## src/rtl/delay_line_arbiter.sv

```systemverilog
// Round-robin arbiter feeding a shared DEPTH-stage, 1-bit delay line.
// The granted requester's bit travels with its id and leaves DEPTH advancing edges later.
module delay_line_arbiter #(
  parameter int NREQ  = 4,
  parameter int DEPTH = 2,
  parameter int IDW   = 2
) (
  input  logic            clk,
  input  logic            rst_n,
  input  logic [NREQ-1:0] req,
  input  logic [NREQ-1:0] din,
  input  logic            stall,
  output logic [NREQ-1:0] gnt,
  output logic            out_valid,
  output logic [IDW-1:0]  out_id,
  output logic            out,
  output logic            busy
);

  // Handshake: there is no back-pressure on requesters. gnt[i] high in a cycle
  // means req[i] and din[i] are consumed at the closing rising edge; a request
  // that is not granted (or arrives during stall/reset) is simply not taken.
  logic [IDW-1:0]  ptr;
  logic [DEPTH-1:0] st_valid;
  logic [DEPTH-1:0] st_data;
  logic [IDW-1:0]  st_id [DEPTH];

  logic            grant_valid;
  logic            grant_data;
  logic [IDW-1:0]  grant_id;
  logic [IDW-1:0]  ptr_next;

  // Two passes give the rotated scan: first ids >= ptr, then the wrap to ids < ptr.
  always_comb begin
    gnt         = '0;
    grant_valid = 1'b0;
    grant_id    = '0;
    grant_data  = 1'b0;
    if (rst_n && !stall) begin
      for (int i = 0; i < NREQ; i++) begin
        if (!grant_valid && req[i] && (IDW'(i) >= ptr)) begin
          grant_valid = 1'b1;
          grant_id    = IDW'(i);
          grant_data  = din[i];
          gnt[i]      = 1'b1;
        end
      end
      for (int i = 0; i < NREQ; i++) begin
        if (!grant_valid && req[i] && (IDW'(i) < ptr)) begin
          grant_valid = 1'b1;
          grant_id    = IDW'(i);
          grant_data  = din[i];
          gnt[i]      = 1'b1;
        end
      end
    end
  end

  assign ptr_next = (grant_id == IDW'(NREQ - 1)) ? '0 : grant_id + IDW'(1);

  always_ff @(posedge clk) begin
    if (!rst_n) begin
      ptr      <= '0;
      st_valid <= '0;
      st_data  <= '0;
      for (int k = 0; k < DEPTH; k++) st_id[k] <= '0;
    end else if (!stall) begin
      st_valid[0] <= grant_valid;
      st_data[0]  <= grant_data;
      st_id[0]    <= grant_id;
      for (int k = 1; k < DEPTH; k++) begin
        st_valid[k] <= st_valid[k-1];
        st_data[k]  <= st_data[k-1];
        st_id[k]    <= st_id[k-1];
      end
      if (grant_valid) ptr <= ptr_next;
    end
  end

  assign out_valid = st_valid[DEPTH-1];
  assign out_id    = st_id[DEPTH-1];
  assign out       = st_data[DEPTH-1];
  assign busy      = |st_valid;

endmodule

```

## config.mk

```make
export PLATFORM = sky130hd
export DESIGN_NAME = delay_line_arbiter
export DESIGN_NICKNAME = d
export VERILOG_FILES = /design/src/rtl/delay_line_arbiter.sv
export SDC_FILE = /design/constraint.sdc
export NUM_CORES = 1
export LEC_CHECK = 0
export BUFFER_PORTS_ARGS = -buffer_cell sky130_fd_sc_hd__buf_2
export CORE_MARGIN = 3
export CORE_UTILIZATION = 50
export CTS_BUF_LIST = sky130_fd_sc_hd__clkbuf_16
export CTS_CLUSTER_DIAMETER = 150
export DETAILED_ROUTE_END_ITERATION = 10
export GPL_TIMING_DRIVEN = 1
export PLACE_DENSITY = 0.78
export SKIP_LAST_GASP = 1
export SLEW_MARGIN = 20
export SYNTH_ARGS = -nofsm -noshare
export SYNTH_HDL_FRONTEND = slang
export SYNTH_SLANG_ARGS = --single-unit
export TNS_END_PERCENT = 10
```

## constraint.sdc

```tcl
create_clock -name clk -period 2 [get_ports clk]
set_input_delay 0.4 -clock clk [delete_from_list [all_inputs] [get_ports clk]]
set_output_delay 0.4 -clock clk [all_outputs]
set_load 0.005 [all_outputs]
```

==> summary.md <==
| Metric | Value |
|---|---|
| Worst Setup Slack, final | 0.0700 ns |
| WL/cell | 13.3 um |
| Cells after synthesis | 75 |
| Total track usage | 0.184 |
| Worst skew pair latency | 0.24 ns |
| Flop-to-flop setup slack | 0.32 ns |
| Setup CP Type | flop to output pin |
| Starting density of the core | 0.565 |
| Final std cells w/o fill | 110 |
| Max Buffers Root-to-Sink | 2 |
| CTS tree | built |
| End of the worst hold path | st_data[0] |
| Reg2reg start | ptr[1] |
| Asr flop ratio synth | 0 |
| Critical Path RT | 1.60 ns |
| Nets | 108 |
| Average cell area after synthesis | 8.94 um2 |
| First-pass GRT wire length | 2550 um |
| Area grow syn2layout | 26.9% |
| Post-placement setup slack | 0.131 ns |
| Crit-path slowest cell | dfxtp_1 |
| Maximum VDD drop | 698 uV |
| Primary FF master, synth | dfxtp_1 |
| Detailed Routing Iterations Pass 1 | 4 |
| Largest net degree at the start of global routing | 11 |
| Power consumption | 0.703 mW |
| Die area | 1820 um2 |
| Die W | 42.6 um |
| Chip height | 42.6 um |
| Worst Reg2Reg Path Length in Cells | 4 |
| Top post-synthesis cells by area | dfxtp_1 (18%), edfxtp_1 (18%), nand2_1 (3.9%) |
| Mapped Area | 671 um2 |
| Hold path cells | 3 |
| Number of global-route vias before repair | 599 |
| Outcome | complete, no violations |
| Boundary pin count | 20 |
| RSZ-0062 raised after global routing | yes |
| Crit path time final | 1.93 ns |
| CTS root buffer | clkbuf_16 |
| Critical path, cell by cell | nor2b_4 > o21ai_1 > o211ai_1 > nor2_1 > buf_2 |
| Leak | 0.386 nW |
| Critical path fanouts, max | 10 |
| Worst setup EP type | output pin |
| Clk slew on worst S/H paths | 0.04 ns |
| Vias/cell | 5.79 |
| Final clock period utilization by the worst path | 0.965 |
| Post-synthesis sequential area ratio | 0.358 |
| Syn_nets | 86 |
| Buf/Inv on CP | 1 |
| Post-synth top area share | 0.179 |
| R2r endpoint | st_id[0][0] |
| Flops & latches, synth | 10 |
| CTS Sinks | 10 |
| CP peak stage delay | 0.54 ns |
| Post-layout util | 0.717 |
| Final Slew Violations | 0 |
| Critical Path Source Type | flop |
| Worst hold slack | 0.468 ns |
| Fin Setup TNS | 0 ns |
| Final hold vios | 0 |
| Total grt overflow | 0 |
| Diode count | 0 |
| YS warnings | 0 |
| Cts hold-fix bufs | 0 |
| Min-delay worst type | primary input to flop |
| F_max | 518 MHz |
| Placed cell area | 764 um2 |
| CTS HTree Levels | 1 |
| Max Cap Viol | 0 |
| Post-synth cell types | 40 |
| Setup-failing EPs final | 0 |
| Most frequent cells in the layout | buf_2 (19), nand2_1 (7), dfxtp_1 (6) |
| Layout cells sized above 1 | 0.375 |
| Routed Wire Length | 1460 um |
| CTS buffer count | 3 |
| DRT iter0 DRCs | 24 |
| Post-DP HPWL | 1070 um |
| Worst-Margin Slew | 0.433 ns |
| Vias | 637 |
| Worst hold start | din[3] |
| Placed Cells | 105 |
| DRC errors left | 0 |
| Num rows | 12 |
| Most common cell after layout, fill and taps aside | buf_2 |
| Placer congestion estimate | 0.844 |
| Final Cell Area | 851 um2 |
| Critical path's top delay family | flip-flops |
| Final ANT Viol Nets | 0 |
| Area leader, netlist | dfxtp_1 |
| Pwr dens | 826 nW/um2 |
| EDFF count, synth | 4 |
| Core area | 1190 um2 |
| I/O Buffers | 19 |
| Clock Skew | 0.00430 ns |
| Initial antenna violation count | 0 |
| Critical path arrival | 1.53 ns |
| Slew HR | 0.710 |
-- cells by family (layout without fill, tap and decap cells) --
logic type | Yosys count | in the layout | synth area share
DFF | 10 | 10 | 0.358
muxes | 2 | 2 | 0.0299
AOI/OAI and AO/OA | 23 | 23 | 0.261
buffers and inverters | 9 | 30 | 0.0671
and+or+nand+nor | 31 | 31 | 0.284
-- worst max path at each step --
| stage | start | endpoint | slack, ns | cells past startpoint |
|---|---|---|---|---|
| finish | ptr[1] | gnt[3] | 0.07 | 5 |
| CTS | ptr[0] | gnt[0] | 0.03 | 5 |
| floorplan | req[1] | gnt[0] | 0.52 | 4 |
| detailed placement | req[1] | gnt[0] | 0.13 | 6 |
| global route | ptr[1] | gnt[3] | -0.08 | 5 |
| global placement | req[1] | gnt[0] | 0.18 | 6 |
-- routing by layer --
metal	part of all wire	track usage	vias up
li1	-	-	316
met1	0.42	0.221	295
met2	0.49	0.299	24
met3	0.079	0.0815	2
met4	0.0075	0.0373	0
met5	0	0	-
-- flip-flops by register name, summed over array words and instances (netlist names) --
| register | count |
|---|---|
| st_data | 2 |
| st_valid | 2 |
| st_id | 4 |
| ptr | 2 |
-- worst min-delay path: stages --
cell and delay (ns):
buf_2 0.07, or2_2 0.09, a31o_1 0.11
-- final cells by class --
class | count | area [um2]
clock inverter | 1 | 3.75
inverter | 5 | 18.8
sequential | 10 | 240
clock buffer | 3 | 75.1
multi-input combinational | 56 | 385
tap | 14 | 17.5
fill | 88 | 335
timing repair buffer | 21 | 110
-- where the power goes --
part	switching, mW	internal (mW)	leakage [nW]	total [mW]
clock network	0.0881	0.261	0.0385	0.350
logic	0.0585	0.0510	0.254	0.110
registers	0.0144	0.229	0.0938	0.243
-- synth_stat cells, drive strengths merged (2+ instances only) --
master  n
nand2   7
dfxtp   6
nor2    6
o21ai   6
inv     5
a21oi   4
edfxtp  4
nor2b   4
and2    3
buf     3
a31o    2
mux2i   2
or2     2
-- repair_timing --
item,CTS,global route
endpoints found under the setup margin,0,2
resized for setup,0,0
hold endpoints to repair,0,0
buffers inserted,0,1
Power figures use the tool's default switching activity.
